[config.mk]
export PLATFORM = sky130hd
export DESIGN_NAME = freq_sweep_ctrl
export DESIGN_NICKNAME = d
export VERILOG_FILES = /design/src/rtl/freq_sweep_pkg.sv /design/src/rtl/sweep_dwell_timer.sv /design/src/rtl/freq_sweep_ctrl.sv
export SDC_FILE = /design/constraint.sdc
export NUM_CORES = 1
export LEC_CHECK = 0
export ABC_CLOCK_PERIOD_IN_PS = 6600
export BUFFER_PORTS_ARGS = -buffer_cell sky130_fd_sc_hd__buf_4
export CAP_MARGIN = 15
export CORE_MARGIN = 2
export CORE_UTILIZATION = 45
export CTS_BUF_LIST = sky130_fd_sc_hd__clkbuf_8
export CTS_CLUSTER_DIAMETER = 40
export DETAILED_ROUTE_END_ITERATION = 7
export PLACE_DENSITY = 0.74
export SLEW_MARGIN = 20
export SYNTH_ARGS = -nofsm -noshare
export SYNTH_HDL_FRONTEND = slang
export SYNTH_HIERARCHICAL = 1
export SYNTH_SLANG_ARGS = --single-unit
[constraint.sdc]
create_clock -name clk_100kHz -period 6.6 [get_ports clk_100kHz]
set_clock_uncertainty 0.1 [all_clocks]
set_input_delay 1.32 -clock clk_100kHz [delete_from_list [all_inputs] [get_ports clk_100kHz]]
set_output_delay 1.32 -clock clk_100kHz [all_outputs]
set_load 0.02 [all_outputs]
[src/rtl/freq_sweep_pkg.sv]
// Shared types and constants for the frequency sweep sequencer.
package freq_sweep_pkg;

    typedef enum logic [1:0] {
        ST_IDLE,
        ST_LOAD,
        ST_DWELL,
        ST_ADVANCE
    } sweep_state_e;

    localparam logic [1:0] MODE_SINGLE = 2'd0;
    localparam logic [1:0] MODE_SAW    = 2'd1;
    localparam logic [1:0] MODE_TRI    = 2'd2;
    localparam logic [1:0] MODE_RSVD   = 2'd3;

    localparam int unsigned DEF_RST_WORD = 1;

endpackage

[src/rtl/sweep_dwell_timer.sv]
// Loadable dwell down-counter; stops at zero and holds while frozen.
module sweep_dwell_timer #(
    parameter int unsigned DWELL_W = 16
) (
    input  logic               clk,
    input  logic               rst_n,
    input  logic               load,
    input  logic [DWELL_W-1:0] load_val,
    input  logic               freeze,
    output logic               zero
);

    logic [DWELL_W-1:0] cnt_q;
    logic [DWELL_W-1:0] cnt_d;

    always_comb begin
        cnt_d = cnt_q;
        if (load) begin
            cnt_d = load_val;
        end else if (!freeze && (cnt_q != '0)) begin
            cnt_d = cnt_q - DWELL_W'(1);
        end
    end

    always_ff @(posedge clk or negedge rst_n) begin
        if (!rst_n) begin
            cnt_q <= '0;
        end else begin
            cnt_q <= cnt_d;
        end
    end

    assign zero = (cnt_q == '0);

endmodule

[src/rtl/freq_sweep_ctrl.sv]
// Steps the frequency control word from start to stop, holding each point for a
// programmable dwell; single, sawtooth and triangle sweeps with pause and abort.
module freq_sweep_ctrl
    import freq_sweep_pkg::*;
#(
    parameter int unsigned        WORD_W   = 8,
    parameter int unsigned        DWELL_W  = 16,
    parameter logic [WORD_W-1:0]  RST_WORD = WORD_W'(DEF_RST_WORD)
) (
    input  logic               clk_100kHz,
    input  logic               rst_,
    input  logic               start,
    input  logic               abort,
    input  logic               pause,
    input  logic [1:0]         mode,
    input  logic [WORD_W-1:0]  start_word,
    input  logic [WORD_W-1:0]  stop_word,
    input  logic [WORD_W-1:0]  step,
    input  logic [DWELL_W-1:0] dwell,
    output logic [WORD_W-1:0]  freq_ctrl,
    output logic               busy,
    output logic               point_valid,
    output logic               done,
    output logic               cfg_err
);

    sweep_state_e       state_q, state_d;
    logic [WORD_W-1:0]  freq_q, freq_d;
    logic               dir_up_q, dir_up_d;
    logic               pv_q, pv_d;
    logic               done_q, done_d;
    logic               cfg_err_q, cfg_err_d;
    logic [1:0]         cfg_mode_q, cfg_mode_d;
    logic [WORD_W-1:0]  cfg_start_q, cfg_start_d;
    logic [WORD_W-1:0]  cfg_stop_q, cfg_stop_d;
    logic [WORD_W-1:0]  cfg_step_q, cfg_step_d;
    logic [DWELL_W-1:0] cfg_dwell_m1_q, cfg_dwell_m1_d;

    logic               tmr_load;
    logic               tmr_freeze;
    logic               tmr_zero;
    logic               cfg_ok;
    logic [WORD_W:0]    up_sum;
    logic [WORD_W:0]    dn_diff;
    logic [WORD_W-1:0]  up_next;
    logic [WORD_W-1:0]  dn_next;

    assign cfg_ok = (start_word != '0) && (stop_word != '0) &&
                    (start_word <= stop_word) && (mode != MODE_RSVD);

    // One extra bit on both sides so overflow/underflow shows up as a compare, not a wrap
    always_comb begin
        up_sum  = {1'b0, freq_q} + {1'b0, cfg_step_q};
        dn_diff = {1'b0, freq_q} - {1'b0, cfg_step_q};
        up_next = (up_sum > {1'b0, cfg_stop_q}) ? cfg_stop_q : up_sum[WORD_W-1:0];
        dn_next = (dn_diff[WORD_W] || (dn_diff[WORD_W-1:0] < cfg_start_q))
                  ? cfg_start_q : dn_diff[WORD_W-1:0];
    end

    always_comb begin
        state_d        = state_q;
        freq_d         = freq_q;
        dir_up_d       = dir_up_q;
        pv_d           = 1'b0;
        done_d         = 1'b0;
        cfg_err_d      = cfg_err_q;
        cfg_mode_d     = cfg_mode_q;
        cfg_start_d    = cfg_start_q;
        cfg_stop_d     = cfg_stop_q;
        cfg_step_d     = cfg_step_q;
        cfg_dwell_m1_d = cfg_dwell_m1_q;
        tmr_load       = 1'b0;

        case (state_q)
            ST_IDLE: begin
                if (start && !abort) begin
                    if (cfg_ok) begin
                        cfg_mode_d     = mode;
                        cfg_start_d    = start_word;
                        cfg_stop_d     = stop_word;
                        cfg_step_d     = (step == '0) ? WORD_W'(1) : step;
                        cfg_dwell_m1_d = (dwell == '0) ? '0 : dwell - DWELL_W'(1);
                        cfg_err_d      = 1'b0;
                        dir_up_d       = 1'b1;
                        freq_d         = start_word;
                        pv_d           = 1'b1;
                        state_d        = ST_LOAD;
                    end else begin
                        cfg_err_d = 1'b1;
                    end
                end
            end
            ST_LOAD: begin
                tmr_load = 1'b1;
                state_d  = ST_DWELL;
            end
            ST_DWELL: begin
                if (tmr_zero && !pause) begin
                    state_d = ST_ADVANCE;
                end
            end
            ST_ADVANCE: begin
                tmr_load = 1'b1;
                pv_d     = 1'b1;
                state_d  = ST_DWELL;
                if (dir_up_q) begin
                    if (freq_q == cfg_stop_q) begin
                        case (cfg_mode_q)
                            MODE_SINGLE: begin
                                tmr_load = 1'b0;
                                pv_d     = 1'b0;
                                done_d   = 1'b1;
                                state_d  = ST_IDLE;
                            end
                            MODE_SAW: freq_d = cfg_start_q;
                            MODE_TRI: begin
                                dir_up_d = 1'b0;
                                freq_d   = dn_next;
                            end
                            default: freq_d = cfg_start_q;
                        endcase
                    end else begin
                        freq_d = up_next;
                    end
                end else if (freq_q == cfg_start_q) begin
                    dir_up_d = 1'b1;
                    freq_d   = up_next;
                end else begin
                    freq_d = dn_next;
                end
            end
            default: state_d = ST_IDLE;
        endcase

        if (abort && (state_q != ST_IDLE)) begin
            state_d  = ST_IDLE;
            freq_d   = freq_q;
            dir_up_d = dir_up_q;
            pv_d     = 1'b0;
            done_d   = 1'b1;
            tmr_load = 1'b0;
        end
    end

    assign tmr_freeze = (state_q != ST_DWELL) || pause;

    sweep_dwell_timer #(
        .DWELL_W (DWELL_W)
    ) u_timer (
        .clk      (clk_100kHz),
        .rst_n    (rst_),
        .load     (tmr_load),
        .load_val (cfg_dwell_m1_q),
        .freeze   (tmr_freeze),
        .zero     (tmr_zero)
    );

    always_ff @(posedge clk_100kHz or negedge rst_) begin
        if (!rst_) begin
            state_q        <= ST_IDLE;
            freq_q         <= RST_WORD;
            dir_up_q       <= 1'b1;
            pv_q           <= 1'b0;
            done_q         <= 1'b0;
            cfg_err_q      <= 1'b0;
            cfg_mode_q     <= MODE_SINGLE;
            cfg_start_q    <= '0;
            cfg_stop_q     <= '0;
            cfg_step_q     <= '0;
            cfg_dwell_m1_q <= '0;
        end else begin
            state_q        <= state_d;
            freq_q         <= freq_d;
            dir_up_q       <= dir_up_d;
            pv_q           <= pv_d;
            done_q         <= done_d;
            cfg_err_q      <= cfg_err_d;
            cfg_mode_q     <= cfg_mode_d;
            cfg_start_q    <= cfg_start_d;
            cfg_stop_q     <= cfg_stop_d;
            cfg_step_q     <= cfg_step_d;
            cfg_dwell_m1_q <= cfg_dwell_m1_d;
        end
    end

    assign freq_ctrl   = freq_q;
    assign busy        = (state_q != ST_IDLE);
    assign point_valid = pv_q;
    assign done        = done_q;
    assign cfg_err     = cfg_err_q;

endmodule

==> summary.md, run 1 <==
| Metric | Value |
|---|---|
| Status | `completed` |
| Peak supply drop | `0.000247 V` |
| Postcts setup bufs | `0` |
| Synthesized area per cell | `8.65 um^2` |
| CTS buffer count | `9` |
| Register area share after synthesis | `32.9%` |
| Post-CTS resize count | `0` |
| Number of max-cap violations | `0` |
| Critical path required time | `6790 ps` |
| Largest net degree at the start of global routing | `73` |
| Period minus WS final | `4130 ps` |
| Setup TNS | `0 ps` |
| Comb power frac | `65.0%` |
| Hold Path Class | `reg2reg` |
| Sw frac | `49.5%` |
| Final worst-path cycle share | `62.6%` |
| Crit path depth | `14` |
| Routed wire length | `14.7 mm` |
| Ant. Diodes | `0` |
| DP Area | `6040 um^2` |
| Mapped Cells | `634` |
| Clk_lat worst skew | `370 ps` |
| Dominant cells by area after synthesis | `dfrtp_1 32%, ha_1 10%, inv_1 4.6%, o21ai_0 3.5%, nor2_1 3.3%` |
| Clock Pin Slew Worst Setup and Hold Paths | `80 ps` |
| Syn Nets | `728` |
| Async SR Flop Fraction | `100%` |
| Final net count | `781` |
| Busiest grt layer | `met2` |
| First-pass GRT wire length | `23.8 mm` |
| Setup crit end kind | `register` |
| Slew @ Worst Pin | `967 ps` |
| Pwr dens | `592 nW/um^2` |
| TritonRoute pass-1 iters | `5` |
| Fin util | `52.2%` |
| Worst path cell trace | `ha_1, and2_0, o21ai_0, nand4_1, nand3_1, inv_1, ha_1, nand2_1, nor3_1, a21oi_1, or2_1, a21oi_1, o221ai_1, o21ai_2` |
| FF+latch count, synth | `72` |
| CTS root buf | `clkbuf_8` |
| Inst Count DP | `823` |
| DRC violations left | `0` |
| Chip width | `114 um` |
| Clock buffer depth | `2` |
| Slew HR | `35.5%` |
| Area of the mapped netlist | `5480 um^2` |
| Max Clock Freq | `0.242 GHz` |
| Worst path buffer plus inverter count | `1` |
| Grt total ovfl | `0` |
| CTS Hold Buffers Added | `0` |
| HPWL after DPL | `11.1 mm` |
| GR Util met1 | `29.5%` |
| Commonest cells post-synth | `70 x dfrtp_1, 67 x inv_1, 48 x nor2_1, 47 x nand2_1, 45 x ha_1` |
| Port Buf Inserts | `58` |
| Share of cells above drive strength 1 | `15.3%` |
| Leakage Power | `0.00279 uW` |
| Total number of vias | `5017` |
| Distinct cells, synth | `73` |
| Element type at the critical path start | `register` |
| Flop pwr share | `25.0%` |
| Most frequent cell after synthesis | `dfrtp_1` |
| Synth Warn # | `6` |
| Drt wl/cell | `17.5 um` |
| I/O Pins | `59` |
| Area growth syn-to-layout | `13.8%` |
| EDFF count, synth | `0` |
| Worst path slowest cell | `dfrtp_1` |
| TritonCTS clock tree | `done` |
| Met2 GRT Util | `38.6%` |
| Initial antenna violation count | `0` |
| Met3 usage | `4.66%` |
| All-Layer GR Usage | `23.0%` |
| Hold Path Stages | `2` |
| Initial Util | `45.8%` |
| CP Max Fanout | `9` |
| Die area | `13100 um^2` |
| Chip Height | `114 um` |
| Vias in the first global route | `4823` |
| Top cell type's share of synthesized area | `31.9%` |
| Switching pwr | `1830 uW` |
| RePlAce Congestion | `0.927` |
| Top delay family on crit path | `compound AO/OA/AOI/OAI gates` |
| DRT antenna net count | `0` |
| Non-filler cells, final | `839` |
| Crit path kind | `reg2reg` |
| Clock sink count | `72` |
| Worst stage delay on the critical path | `510 ps` |
| RSZ-0062 raised after global routing | `false` |
| Final hold viol count | `0` |
| Reg2Reg Depth | `14` |
| Final max-slew violation count | `0` |
| Clock power frac | `10.0%` |
| Finished Cell Area | `6240 um^2` |
| Final Setup Violations | `0` |
| WP data arrival | `4330 ps` |
| Core area | `12000 um^2` |
| FP Rows | `40` |
| Number of H-tree levels | `3` |
| Starting DRC count in detailed routing | `362` |
| Area leader, netlist | `dfrtp_1` |
| Cell-internal power | `1860 uW` |
| Prevailing post-synth register cell | `dfrtp_1` |
| Vias per inst | `5.98` |
worst paths after layout:
check | startpoint | endpoint | slack (ps)
setup reg to reg | freq_ctrl[3]$_DFFE_PN0P_ | freq_ctrl[6]$_DFFE_PN0P_ | 2470
min in group asynchronous | rst_ | u_timer/cnt_q[12]$_DFFE_PN0P_ | 1000
setup / recovery | freq_ctrl[3]$_DFFE_PN0P_ | freq_ctrl[6]$_DFFE_PN0P_ | 2470
max in group asynchronous | rst_ | cfg_step_q[5]$_DFFE_PN0N_ | 4770
hold / removal | cfg_dwell_m1_q[0]$_DFFE_PN0N_ | u_timer/cnt_q[0]$_DFFE_PN0P_ | 390
hold reg to reg | cfg_dwell_m1_q[0]$_DFFE_PN0N_ | u_timer/cnt_q[0]$_DFFE_PN0P_ | 390
cell type report:
| class | instances | area (um^2) |
|---|---|---|
| clock buffer | 9 | 124 |
| clock inverter | 7 | 81.3 |
| fill | 1126 | 5720 |
| inverter | 68 | 255 |
| multi-input combinational | 473 | 3320 |
| sequential | 72 | 1800 |
| tap | 147 | 184 |
| timing repair buffer | 63 | 473 |
flip-flops by register name, summed over array words and instances, names as in the netlist:
signal          flops
cfg_dwell_m1_q     16
u_timer/cnt_q      16
cfg_start_q         8
cfg_step_q          8
cfg_stop_q          8
freq_ctrl           8
cfg_mode_q          2
state_q             2
cfg_err             1
dir_up_q            1
done                1
point_valid         1
per-layer routing:
metal,vias up,wire length [um]
li1,2375,-
met1,2412,6340
met2,185,6950
met3,45,942
met4,0,472
met5,-,0
cells by family after synthesis:
logic type | share of synthesized area [%]
DFF | 32.9
xor gates and xnor gates | 5.91
AOI/OAI and AO/OA | 19.6
buffers and inverters | 6.53
and+or+nand+nor | 19.9
adders and majority gates | 11.0
muxes | 4.18
worst reg2reg max path, stage by stage, from the launching register on:
cell and delay [ps]:
dfrtp_1 510, ha_1 480, and2_0 210, o21ai_0 420
nand4_1 150, nand3_1 210, inv_1 70, ha_1 290
nand2_1 70, nor3_1 190, a21oi_1 130, or2_1 280
a21oi_1 480, o221ai_1 280, o21ai_2 200
power groups by stage:
stage	sequential, uW	combinational (uW)	clock (uW)
after floorplan	878	1750	0
after global placement	913	2270	0
after detailed placement	924	2360	0
after CTS	917	2380	379
after global routing	952	2650	398
final	923	2400	371
cell usage in the layout (no fill, tap or decap), drive strengths merged, types with 14 or more instances in the layout:
| master | Yosys | routed |
|---|---|---|
| nor3 | 20 | 20 |
| a21oi | 27 | 27 |
| nor2 | 48 | 48 |
| dfrtp | 70 | 70 |
| xnor2 | 17 | 17 |
| mux2i | 15 | 15 |
| o22ai | 14 | 14 |
| nand2 | 47 | 47 |
| o21ai | 44 | 44 |
| xor2 | 20 | 20 |
| ha | 45 | 45 |
| buf | 7 | 63 |
| inv | 67 | 68 |
| nor2b | 14 | 14 |
stage by stage:
stage / hold WS (ps) / total power, uW / setup slack (ps)
3_5_place_dp: 375 / 3290 / 2440
5_1_grt: 436 / 4000 / 2230
3_3_place_gp: 371 / 3180 / 2490
6_report: 393 / 3690 / 2470
4_1_cts: 397 / 3670 / 2550
2_1_floorplan: 351 / 2630 / 2980
(Power assumes the default switching activity.)
==> inputs of run 2 (changes only) <==
ABC_AREA = 1   (was unset)
ABC_CLOCK_PERIOD_IN_PS = 3830   (was 6600)
PLACE_DENSITY = 0.73   (was 0.74)
clock period = 3.83 ns   (was 6.6 ns; I/O delays follow)
==> run 2 against run 1 <==
Wire length is 17% higher. Hold slack worse by 21 ps. Via count is 24% higher. Sequential cell count stayed put. Critical path depth is 8 higher. Synthesized cell count is 44% higher. Critical endpoint is now freq_ctrl[2]$_DFFE_PN0P_.
==> summary.md, run 2 <==
| Metric | Value |
|---|---|
| Drt wl/cell | `14.9 um` |
| Final hold viol count | `0` |
| Prevailing post-synth register cell | `dfrtp_1` |
| Dominant cells by area after synthesis | `dfrtp_1 27%, nand2_1 14%, ha_1 8.8%, nand3_1 8.2%, inv_1 6.9%` |
| Area leader, netlist | `dfrtp_1` |
| WP data arrival | `3630 ps` |
| HPWL after DPL | `13.3 mm` |
| Number of max-cap violations | `0` |
| Largest net degree at the start of global routing | `73` |
| I/O Pins | `59` |
| Final Setup Violations | `0` |
| Final worst-path cycle share | `91.0%` |
| Total number of vias | `6222` |
| Chip width | `123 um` |
| Worst stage delay on the critical path | `440 ps` |
| CP Max Fanout | `17` |
| Biggest regs | `cfg_dwell_m1_q: 16 flops, u_timer/cnt_q: 16 flops` |
| CTS root buf | `clkbuf_8` |
| Reg2Reg Launch Point | `cfg_step_q[0]$_DFFE_PN0N_` |
| Synthesized area per cell | `7.02 um^2` |
| Clock sink count | `72` |
| Number of H-tree levels | `3` |
| Setup TNS | `0 ps` |
| FF+latch count, synth | `72` |
| EDFF count, synth | `0` |
| Distinct cells, synth | `50` |
| Routed wire length | `17.2 mm` |
| Reg-to-reg critical path endpoint | `freq_ctrl[2]$_DFFE_PN0P_` |
| Clock Pin Slew Worst Setup and Hold Paths | `90 ps` |
| Crit path top cell by count | `nand2_1` |
| First-pass GRT wire length | `27.4 mm` |
| Clock buffer depth | `2` |
| Core area | `13900 um^2` |
| Max Clock Freq | `0.287 GHz` |
| Most frequent cells in the layout | `239 x nand2_1, 118 x inv_1, 105 x nand3_1` |
| Top cell type's share of synthesized area | `27.3%` |
| Hold Path Class | `reg2reg` |
| Async SR Flop Fraction | `100%` |
| Final max-slew violation count | `0` |
| Register area share after synthesis | `28.1%` |
| Die area | `15200 um^2` |
| Worst Hold End | `cfg_dwell_m1_q[12]$_DFFE_PN0N_` |
| Initial Util | `46.2%` |
| Element type at the critical path start | `register` |
| Area of the multi-input gates | `3930 um^2` |
| Crit path kind | `reg2reg` |
| Area of the mapped netlist | `6410 um^2` |
| Final net count | `1064` |
| Status | `completed` |
| Vias per inst | `5.39` |
| Commonest cells post-synth | `239 x nand2_1, 118 x inv_1, 105 x nand3_1, 70 x dfrtp_1, 62 x nor2_1` |
| FP Rows | `43` |
| Clk_lat worst skew | `370 ps` |
| Worst path slowest cell | `dfrtp_1` |
| CTS Hold Buffers Added | `0` |
| Filler Cells Inserted | `1377` |
| Share of cells above drive strength 1 | `17.5%` |
| Chip Height | `123 um` |
| CTS buffer count | `9` |
| RePlAce Congestion | `0.971` |
| Synth Warn # | `6` |
| Area growth syn-to-layout | `12.6%` |
| Reg2reg setup slack | `350 ps` |
| Final Worst Setup Slack | `346 ps` |
| Most frequent cell after synthesis | `nand2_1` |
| DP Worst Slack | `275 ps` |
| Starting DRC count in detailed routing | `506` |
| Critical path required time | `3980 ps` |
| Setup crit end kind | `register` |
| Worst path cell trace | `ha_1, fa_1, nand3_2, nand2_2, xor2_1, ha_1, nand2_1, nor2_1, nand2_1, nand3_1, nand2_1, nand2_1, nand2_1, nand2_1, nand2_4, nand2_8, nand2_1, nand3_1, nand2_1, inv_1, nand2_1, a21oi_2` |
| Reg2Reg Depth | `22` |
| Slew @ Worst Pin | `936 ps` |
| Port Buf Inserts | `58` |
| DRC violations left | `0` |
| Syn Nets | `1007` |
| TritonRoute pass-1 iters | `6` |
| Commonest non-fill, non-tap cell in the layout | `nand2_1` |
| Hold Path Stages | `2` |
| Period minus WS final | `3480 ps` |
| Mapped Cells | `913` |
| TritonCTS clock tree | `done` |
| Hold_sp | `cfg_dwell_m1_q[12]$_DFFE_PN0N_` |
| DRT antenna net count | `0` |
| All-Layer GR Usage | `23.2%` |
| Slew HR | `37.6%` |
| Worst path buffer plus inverter count | `1` |
| Ant. Diodes | `0` |
| Vias in the first global route | `5385` |
| Top delay family on crit path | `simple AND/OR/NAND/NOR gates` |
| RSZ-0062 raised after global routing | `false` |
| Grt total ovfl | `0` |
| Register Area | `1800 um^2` |
| Initial antenna violation count | `0` |
run 2: cell types whose count changed in the layout (fill, tap and decap cells not counted), sizes merged, moves of 12 or more:
cell / previous run / this run
nor2b: 14 / 0
nand3: 11 / 122
nand2: 47 / 260
a21oi: 27 / 47
mux2i: 15 / 0
inv: 68 / 132
a21o: 13 / 0
o22ai: 14 / 2
nor2: 48 / 73
run 2: per-stage QoR:
step                      std cells  hold WS, ps  util [%]  area, um^2
after floorplan                 913          334         -        6410
after global placement         1139          348      50.2        6970
after detailed placement       1139          355      50.2        6970
after CTS                      1155          377      51.9        7210
after global routing           1155          392      52.0        7220
final                          1155          372      52.0        7220
run 2: repair_timing:
action / 4_1_cts / 5_1_grt
gates resized for setup: 0 / 3
setup buffers: 0 / 0
endpoints found under the setup margin: 0 / 8
run 2: worst max-delay path by stage:
stage                     cells past startpoint                      start                        to  slack [ps]
final                                        22  cfg_step_q[0]$_DFFE_PN0N_  freq_ctrl[2]$_DFFE_PN0P_         350
after global routing                         24  cfg_step_q[2]$_DFFE_PN0N_  freq_ctrl[2]$_DFFE_PN0P_          40
after CTS                                    24  cfg_step_q[2]$_DFFE_PN0N_  freq_ctrl[2]$_DFFE_PN0P_         250
after detailed placement                     24  cfg_step_q[2]$_DFFE_PN0N_  freq_ctrl[4]$_DFFE_PN0P_         280
after global placement                       22  cfg_step_q[0]$_DFFE_PN0N_  freq_ctrl[7]$_DFFE_PN0P_         380
after floorplan                              25   freq_ctrl[2]$_DFFE_PN0P_  freq_ctrl[6]$_DFFE_PN0P_         760
run 2: area by class of cell:
class | instances | share of cell area (%)
Timing Repair Buffer | 71 | 7.38
Multi-Input combinational cell | 685 | 54.4
Clock inverter | 7 | 1.49
Clock buffer | 9 | 1.72
Inverter | 131 | 6.90
Tap cell | 180 | 3.12
Sequential cell | 72 | 25.0
run 2: tightest hold or removal path, cell delays in order (launching register included):
cell and delay (ps):
dfrtp_1 350, nand2_1 50, nand2_1 40
run 2: cells by family after synthesis:
family,share of synthesized area (%)
buffers and inverters,10.8
AOI/OAI and AO/OA,10.3
DFF,28.1
and+or+nand+nor,36.7
adders and majority gates,9.40
xor gates and xnor gates,4.51
muxes,0.176
run 2: layer usage:
| metal | track usage, % | wire [um] | vias to the layer above |
|---|---|---|---|
| met3 | 3.14 | 1460 | 28 |
| met4 | 7.81 | 327 | 2 |
| met1 | 35.0 | 8110 | 2878 |
| met2 | 33.9 | 7280 | 237 |
| li1 | - | - | 3077 |
| met5 | 0 | 40 | - |
Power of run 2 is left out: the tool's default activity adds up to more than one toggle a clock period on the data nets, which glitch-free logic cannot reach.
==> inputs of run 3 (changes only) <==
ABC_AREA = unset   (was 1)
BUFFER_PORTS_ARGS = unset   (was -buffer_cell sky130_fd_sc_hd__buf_4)
DONT_BUFFER_PORTS = 1   (was unset)
PLACE_DENSITY = 0.7   (was 0.73)
==> run 3 against run 2 <==
Worst setup slack worse by 170 ps. Sequential share of layout area is 4.7 points higher. Final cell count is 30% lower.
==> summary.md, run 3 (synthesized netlist as in run 1, its figures left out) <==
| Metric | Value |
|---|---|
| Final hold viol count | `0` |
| Clock sink count | `72` |
| Worst path buffer plus inverter count | `3` |
| Slew @ Worst Pin | `721 ps` |
| Number of max-cap violations | `0` |
| Setup TNS | `0 ps` |
| FP Rows | `40` |
| Finished Cell Area | `6070 um^2` |
| Reg2reg setup slack | `170 ps` |
| Clock buffer depth | `2` |
| Core area | `12000 um^2` |
| Worst path slowest cell | `dfstp_2` |
| Starting DRC count in detailed routing | `266` |
| Hold Path Class | `in2async` |
| Biggest regs | `cfg_dwell_m1_q: 16 flops, u_timer/cnt_q: 16 flops` |
| Total number of vias | `4805` |
| Max Clock Freq | `0.273 GHz` |
| Clock Pin Slew Worst Setup and Hold Paths | `90 ps` |
| Worst path cell trace | `buf_4, inv_1, ha_2, inv_1, fa_2, a211oi_2, o21ai_1, a21oi_1, xnor2_1, ha_1, nand2_1, nor3_2, a21oi_2, or2_4, a21o_4, o221a_2, a21o_1` |
| DRC violations left | `0` |
| Status | `completed` |
| All-Layer GR Usage | `23.5%` |
| Number of H-tree levels | `3` |
| Ant. Diodes | `0` |
| Period minus WS final | `3660 ps` |
| Final max-slew violation count | `0` |
| Drt wl/cell | `18.2 um` |
| Port Buf Inserts | `0` |
| Pwr dens | `1110 nW/um^2` |
| Chip Height | `114 um` |
| Most frequent cells in the layout | `70 x dfrtp_1, 68 x inv_1, 48 x nor2_1` |
| Non-filler cells, final | `804` |
| Area growth syn-to-layout | `10.7%` |
| HPWL after DPL | `10.9 mm` |
| WP data arrival | `3820 ps` |
| Initial Util | `45.8%` |
| Reg2Reg Launch Point | `freq_ctrl[0]$_DFFE_PN1P_` |
| DP Area | `5770 um^2` |
| Share of cells above drive strength 1 | `12.5%` |
| CTS root buf | `clkbuf_8` |
| DRT antenna net count | `0` |
| Crit path top cell by count | `inv_1` |
| Largest net degree at the start of global routing | `72` |
| Top delay family on crit path | `compound AO/OA/AOI/OAI gates` |
| First-pass GRT wire length | `24.2 mm` |
| Final net count | `746` |
| Final Setup Violations | `0` |
| Routed wire length | `14.7 mm` |
| CTS buffer count | `9` |
| RePlAce Congestion | `0.950` |
| Final worst-path cycle share | `95.5%` |
| Leakage Power | `0.00263 uW` |
| Initial antenna violation count | `0` |
| Setup crit end kind | `register` |
| TritonRoute pass-1 iters | `5` |
| Element type at the critical path start | `register` |
| Commonest non-fill, non-tap cell in the layout | `dfrtp_1` |
| Vias in the first global route | `4911` |
| Die area | `13100 um^2` |
| Worst stage delay on the critical path | `380 ps` |
| Fin util | `50.7%` |
| Clk_lat worst skew | `370 ps` |
| Chip width | `114 um` |
| CP Max Fanout | `6` |
| Grt total ovfl | `0` |
| Vias per inst | `5.98` |
| Crit path kind | `reg2reg` |
| Inst Count DP | `785` |
| Peak supply drop | `0.000385 V` |
| Hold WS | `126 ps` |
| Crit path from | `freq_ctrl[0]$_DFFE_PN1P_` |
| I/O Pins | `59` |
| Critical path required time | `3990 ps` |
| Slew HR | `51.8%` |
| TritonCTS clock tree | `done` |
## run 3: path summary, 6_finish.rpt
kind                                                   to  depth (start not counted)
setup / recovery                 freq_ctrl[1]$_DFFE_PN0P_                         17
min in group clk_100kHz     cfg_dwell_m1_q[0]$_DFFE_PN0N_                          1
setup reg to reg                 freq_ctrl[1]$_DFFE_PN0P_                         17
max in group asynchronous  cfg_dwell_m1_q[12]$_DFFE_PN0N_                          1
hold / removal                   freq_ctrl[0]$_DFFE_PN1P_                          0
hold reg to reg             u_timer/cnt_q[11]$_DFFE_PN0P_                          2
## run 3: report_power, final
group	leakage [uW]	internal, uW	switching, uW	total (uW)
Sequential	0.000857	1140	401	1540
Clock	0.0000990	334	309	643
Combinational	0.00168	2010	2550	4570
## run 3: what timing repair did
item / 4_1_cts / 5_1_grt
gates cloned: 0 / 0
resized for setup: 2 / 15
pin swaps: 0 / 6
setup buffers: 0 / 2
endpoints found under the hold margin: 70 / 0
hold buffers: 1 / 0
endpoints found under the setup margin: 2 / 8
## run 3: routing by layer
metal  routed length, um  track usage, %
met5                   0               0
met4                 558            9.84
met3                 922            5.35
met2                7000            39.4
met1                6180            29.1
## run 3: cell type report
cell class	instances	area, um^2
Clock buffer	11	151
Clock inverter	5	56.3
Fill cell	1155	5890
Inverter	68	255
Multi-Input combinational cell	473	3370
Sequential cell	72	1800
Tap cell	147	184
Timing Repair Buffer	28	246
## run 3: per-stage QoR
| step | setup slack, ps | total power (uW) |
|---|---|---|
| floorplan | 208 | 4530 |
| global placement | 157 | 5550 |
| detailed placement | -20.1 | 5710 |
| CTS | 17.0 | 6450 |
| global route | -51.9 | 7340 |
| finish | 172 | 6750 |
